## src/rtl/dip_debounce.sv

```systemverilog
// Two-flop synchroniser and whole-word debouncer for eight 8-bit DIP-switch banks.
// Define DIP_DEBOUNCE_STROBE_EN to add the registered sw_changed / sw_changed_mask strobe.
module dip_debounce #(
    parameter int DEBOUNCE_CYCLES = 250000
) (
    input  logic       clk,
    input  logic       reset,
    input  logic [7:0] raw_sw0,
    input  logic [7:0] raw_sw1,
    input  logic [7:0] raw_sw2,
    input  logic [7:0] raw_sw3,
    input  logic [7:0] raw_sw4,
    input  logic [7:0] raw_sw5,
    input  logic [7:0] raw_sw6,
    input  logic [7:0] raw_sw7,
    output logic [7:0] dip_switch0,
    output logic [7:0] dip_switch1,
    output logic [7:0] dip_switch2,
    output logic [7:0] dip_switch3,
    output logic [7:0] dip_switch4,
    output logic [7:0] dip_switch5,
    output logic [7:0] dip_switch6,
    output logic [7:0] dip_switch7
`ifdef DIP_DEBOUNCE_STROBE_EN
    ,
    output logic       sw_changed,
    output logic [7:0] sw_changed_mask
`endif
);

    localparam int CW = (DEBOUNCE_CYCLES > 1) ? $clog2(DEBOUNCE_CYCLES) : 1;
    localparam logic [CW-1:0] CNT_MAX = CW'(DEBOUNCE_CYCLES - 1);
    localparam logic [CW-1:0] CNT_ONE = CW'(1);

    logic [7:0] raw [8];
    logic [7:0] debounced [8];
    logic [7:0] bank_update;

    assign raw[0] = raw_sw0;
    assign raw[1] = raw_sw1;
    assign raw[2] = raw_sw2;
    assign raw[3] = raw_sw3;
    assign raw[4] = raw_sw4;
    assign raw[5] = raw_sw5;
    assign raw[6] = raw_sw6;
    assign raw[7] = raw_sw7;

    genvar i;
    generate
        for (i = 0; i < 8; i++) begin : g_bank
            logic [7:0]    s1;
            logic [7:0]    s2;
            logic [7:0]    prev;
            logic [7:0]    stable;
            logic [CW-1:0] cnt;

            // A bank commits when its candidate has survived the full count unchanged.
            assign bank_update[i] = (s2 != stable) && (s2 == prev) && (cnt == CNT_MAX);

            always_ff @(posedge clk) begin
                if (!reset) begin
                    s1     <= 8'hFF;
                    s2     <= 8'hFF;
                    prev   <= 8'hFF;
                    stable <= 8'hFF;
                    cnt    <= '0;
                end else begin
                    s1   <= raw[i];
                    s2   <= s1;
                    prev <= s2;
                    if (s2 == stable) begin
                        cnt <= '0;
                    end else if (s2 != prev) begin
                        cnt <= '0;
                    end else if (bank_update[i]) begin
                        stable <= s2;
                        cnt    <= '0;
                    end else begin
                        cnt <= cnt + CNT_ONE;
                    end
                end
            end

            assign debounced[i] = stable;
        end
    endgenerate

    assign dip_switch0 = debounced[0];
    assign dip_switch1 = debounced[1];
    assign dip_switch2 = debounced[2];
    assign dip_switch3 = debounced[3];
    assign dip_switch4 = debounced[4];
    assign dip_switch5 = debounced[5];
    assign dip_switch6 = debounced[6];
    assign dip_switch7 = debounced[7];

`ifdef DIP_DEBOUNCE_STROBE_EN
    // Registered alongside stable, so the pulse lines up with the new bank values.
    always_ff @(posedge clk) begin
        if (!reset) begin
            sw_changed      <= 1'b0;
            sw_changed_mask <= 8'h00;
        end else begin
            sw_changed      <= |bank_update;
            sw_changed_mask <= bank_update;
        end
    end
`endif

endmodule

```

## config.mk

```make
export PLATFORM = sky130hd
export DESIGN_NAME = dip_debounce
export DESIGN_NICKNAME = d
export VERILOG_FILES = /design/src/rtl/dip_debounce.sv
export SDC_FILE = /design/constraint.sdc
export NUM_CORES = 1
export LEC_CHECK = 0
export CAP_MARGIN = 20
export CORE_UTILIZATION = 35
export CTS_CLUSTER_DIAMETER = 60
export DETAILED_ROUTE_END_ITERATION = 8
export GPL_ROUTABILITY_DRIVEN = 0
export SLEW_MARGIN = 0
export SYNTH_ARGS = -nofsm -noshare
export SYNTH_HDL_FRONTEND = slang
export SYNTH_SLANG_ARGS = --single-unit
```

## constraint.sdc

```tcl
create_clock -name clk -period 1.9 [get_ports clk]
set_clock_uncertainty 0.2 [all_clocks]
set_input_delay 0.38 -clock clk [delete_from_list [all_inputs] [get_ports clk]]
set_output_delay 0.38 -clock clk [all_outputs]
set_load 0.01 [all_outputs]
```

==> flow_metrics.py <==
metrics = {
    "final_layout": {
        "finish.utilization": 0.496,
        "flow.area_growth_from_synthesis_pct": 38.4,
        "layout-drive-gt1-share": 0.265,
        "fill_cell_count": 3864,
        "multi_input_area_um2": 7710,
        "net_total_in_the_final_layout": 1874,
        "diodes": 0,
        "final-seq-area_um2": 8060,
    },
    "place": {
        "port_buffers": 129,
        "dp.final_hpwl_um": 20300,
        "pre_cts_slack_ns": -0.165,
    },
    "timing": {
        "fmax_mhz": 509,
        "finalMaxSlewViolations": 0,
        "finalHoldWorstSlack_ns": 0.154,
        "tightestPinTransition_ns": 0.417,
        "hold_violations": 0,
        "slew-limit-headroom": 0.718,
        "final_critical_path_setup_slack_ns": -0.0637,
        "layout_worst_path_cycle_share": 1.03,
        "setup_repair_after_global_routing_missed_its_margin": "true",
        "timing.final.crit_period_ns": 1.96,
        "setup_viol": 93,
    },
    "outcome": {
        "violations_in_the_final_reports": "negative setup slack",
        "run_status": "finished with violations",
    },
    "global_route": {
        "total_routing_usage_gr": 0.138,
        "largest_net_degree_at_the_start_of_global_routing": 81,
        "gr-total-overflow": 0,
        "grt_pass1_vias": 10600,
        "antenna_violations_before_repair": 0,
        "first_pass_grt_wire_length_um": 50700,
    },
    "floorplanning": {
        "dieWidth_um": 210,
        "dieArea_um2": 44200,
        "coreArea_um2": 42400,
        "die-height_um": 210,
        "floorplan.io_pins": 130,
        "initial_utilization": 0.358,
        "std_cell_rows": 75,
    },
    "hold_path": {
        "hp-class": "in2reg",
        "min_path_cells": 2,
    },
    "routing": {
        "postRouteWirelength_um": 31000,
        "wire_length_per_cell_after_detailed_routing_um": 12.8,
        "initialDrtViolationCount": 432,
        "dr_total_vias": 10700,
        "vias_per_cell": 4.42,
        "detailedRoute.firstPassIterationCount": 4,
        "post-route-drc-count": 0,
        "post_route_ant_nets": 0,
    },
    "worst_setup_path": {
        "critical_path.max_stage_delay_ns": 0.57,
        "cp.arrival_ns": 2.21,
        "startpoint_type": "flip-flop",
        "path_class": "reg2reg",
        "endpoint_kind": "flip-flop",
        "rr_worst_depth": 6,
        "timing.critical_path.slowest_stage_cell": "sky130_fd_sc_hd__or4_4",
        "path_cells": "nor4_2, nand4_1, or4_4, nand3_4, buf_8, nor2_4",
        "cp_data_required_time_ns": 2.15,
        "largest_fanout_on_the_critical_path": 5,
    },
    "synthesis": {
        "post-synth-top-area-fraction": 0.527,
        "dominantRegCellSynth": "sky130_fd_sc_hd__dfxtp_1",
        "synthDominantAreaCellType": "sky130_fd_sc_hd__dfxtp_1",
        "yosys_warnings": 0,
        "synth_area_per_cell_um2": 10.2,
        "synthesized_nets": 1570,
        "yosysMostFrequentCell": "sky130_fd_sc_hd__dfxtp_1",
        "postSynthCellCount": 1496,
        "synth.top_cells.by_count": "sky130_fd_sc_hd__dfxtp_1 (400), sky130_fd_sc_hd__nand2b_1 (258), sky130_fd_sc_hd__nor2_1 (188), sky130_fd_sc_hd__xnor2_1 (132), sky130_fd_sc_hd__xor2_1 (124)",
        "synth.yosys.seq_area_share": 0.527,
        "yosys_register_bits": 400,
        "synth_enable_flop_cells": 0,
        "synthDistinctLibCells": 34,
        "synth_async_sr_flop_share": 0,
        "netlist_top_cells_area": "sky130_fd_sc_hd__dfxtp_1 (53%), sky130_fd_sc_hd__nand2b_1 (11%), sky130_fd_sc_hd__xnor2_1 (7.6%)",
        "synthesis.area_um2": 15200,
    },
    "clocking": {
        "tritoncts": "yes",
        "cell_chosen_for_the_clock_root": "sky130_fd_sc_hd__clkbuf_16",
        "htree_levels": 2,
        "clkSinkCount": 400,
        "cts_inserted_buffers": 46,
        "clk-insertion-delay-late_ns": 0.58,
        "max-clock-path-buffers": 3,
        "register_clock_pin_slew_on_the_reported_worst_setup_and_hold_paths_ns": 0.06,
    },
    "job": {
        "maxCapViolCount": 0,
    },
    "power_and_ir_drop": {
        "ir_drop_uv": 580,
        "power.density_cell_area_nw_per_um2": 909,
        "cellLeakagePower_nw": 7.41,
    },
}
cells in the final DEF, fill, tap and decap left out, types with 8 or more instances in the layout:
cell type                         instances
sky130_fd_sc_hd__and3_1                  11
sky130_fd_sc_hd__and4_1                   9
sky130_fd_sc_hd__buf_4                  137
sky130_fd_sc_hd__buf_6                   13
sky130_fd_sc_hd__bufinv_16                8
sky130_fd_sc_hd__clkbuf_16               50
sky130_fd_sc_hd__clkdlybuf4s15_1         16
sky130_fd_sc_hd__clkdlybuf4s15_2         14
sky130_fd_sc_hd__clkdlybuf4s50_1         64
sky130_fd_sc_hd__clkinv_2                11
sky130_fd_sc_hd__dfxtp_1                362
sky130_fd_sc_hd__dfxtp_2                 37
sky130_fd_sc_hd__dlygate4sd2_1           30
sky130_fd_sc_hd__inv_1                   17
sky130_fd_sc_hd__mux2_2                  40
sky130_fd_sc_hd__mux2_4                  24
sky130_fd_sc_hd__nand2_1                 54
sky130_fd_sc_hd__nand2b_1               258
sky130_fd_sc_hd__nand3_1                 47
sky130_fd_sc_hd__nand4_1                 43
sky130_fd_sc_hd__nor2_1                 151
sky130_fd_sc_hd__nor2_2                  22
sky130_fd_sc_hd__nor2_4                  15
sky130_fd_sc_hd__nor3_1                   9
sky130_fd_sc_hd__nor4_2                  19
sky130_fd_sc_hd__xnor2_1                131
sky130_fd_sc_hd__xor2_1                 119
what timing repair did:
item,in CTS,in global routing
setup buffers,5,7
setup endpoints to repair,217,201
hold buffers,1,0
pin swaps,36,65
resized for setup,161,173
gates cloned,6,5
endpoints found under the hold margin,5,0
path summary, 6_finish.rpt:
path,endpoint,slack [ns],start
min,g_bank[1].s1[5]$_SDFF_PN1_,0.15,raw_sw1[5]
max,g_bank[0].cnt[7]$_SDFF_PP0_,-0.06,g_bank[0].cnt[11]$_SDFF_PP0_
max reg2reg,g_bank[0].cnt[7]$_SDFF_PP0_,-0.06,g_bank[0].cnt[11]$_SDFF_PP0_
min reg2reg,g_bank[1].s2[0]$_SDFF_PN1_,0.20,g_bank[1].s1[0]$_SDFF_PN1_
per-stage QoR:
step | setup TNS [ns] | std cells | power, mW | cell area, µm²
2_1_floorplan | -0.0781 | 1496 | 9.25 | 15200
3_3_place_gp | -4.13 | 2308 | 9.58 | 18300
3_5_place_dp | -7.00 | 2308 | 9.59 | 18300
4_1_cts | -4.99 | 2406 | 19.4 | 20300
5_1_grt | -13.09 | 2415 | 19.9 | 21000
6_report | -3.68 | 2415 | 19.1 | 21000
power by group:
part / switching (mW) / total (mW) / internal (mW)
Combinational: 0.391 / 0.879 / 0.488
Sequential: 0.0943 / 8.66 / 8.57
Clock: 3.62 / 9.57 / 5.95
sequential cells by signal, summed over array words and instances (netlist names), 64 cells and up:
| signal | flops |
|---|---|
| g_bank.s1 | 64 |
| g_bank.s2 | 64 |
| g_bank.cnt | 144 |
| g_bank.prev | 64 |
logic make-up (layout without fill, tap and decap cells):
family	Yosys count	after routing	synth area share
AND/OR/NAND/NOR	700	703	0.249
multiplexers	64	64	0.0474
XOR/XNOR	256	256	0.148
buffers and inverters	60	399	0.0180
AO/OA/AOI/OAI	8	8	0.00395
adder cells (fa/ha/maj)	8	8	0.00659
flip-flops	400	400	0.527
per-layer routing:
| metal | wire (µm) | track usage | up-vias |
|---|---|---|---|
| li1 | - | - | 5514 |
| met1 | 14000 | 0.172 | 4965 |
| met2 | 14800 | 0.229 | 150 |
| met3 | 1510 | 0.0349 | 39 |
| met4 | 706 | 0.0539 | 0 |
| met5 | 0 | 0 | - |
area by class of cell:
type / count / area share
Sequential cell: 400 / 0.383
Clock buffer: 57 / 0.0610
Tap cell: 577 / 0.0343
Clock inverter: 29 / 0.0195
Multi-Input combinational cell: 1039 / 0.367
Timing Repair Buffer: 296 / 0.132
Inverter: 17 / 0.00303
critical path: cells and delay by family (launching register included):
kind                   cells  cell delay, ns
buffers and inverters      1            0.15
AND/OR/NAND/NOR            5            1.18
flip-flops                 1            0.32
Power figures use the tool's default switching activity.
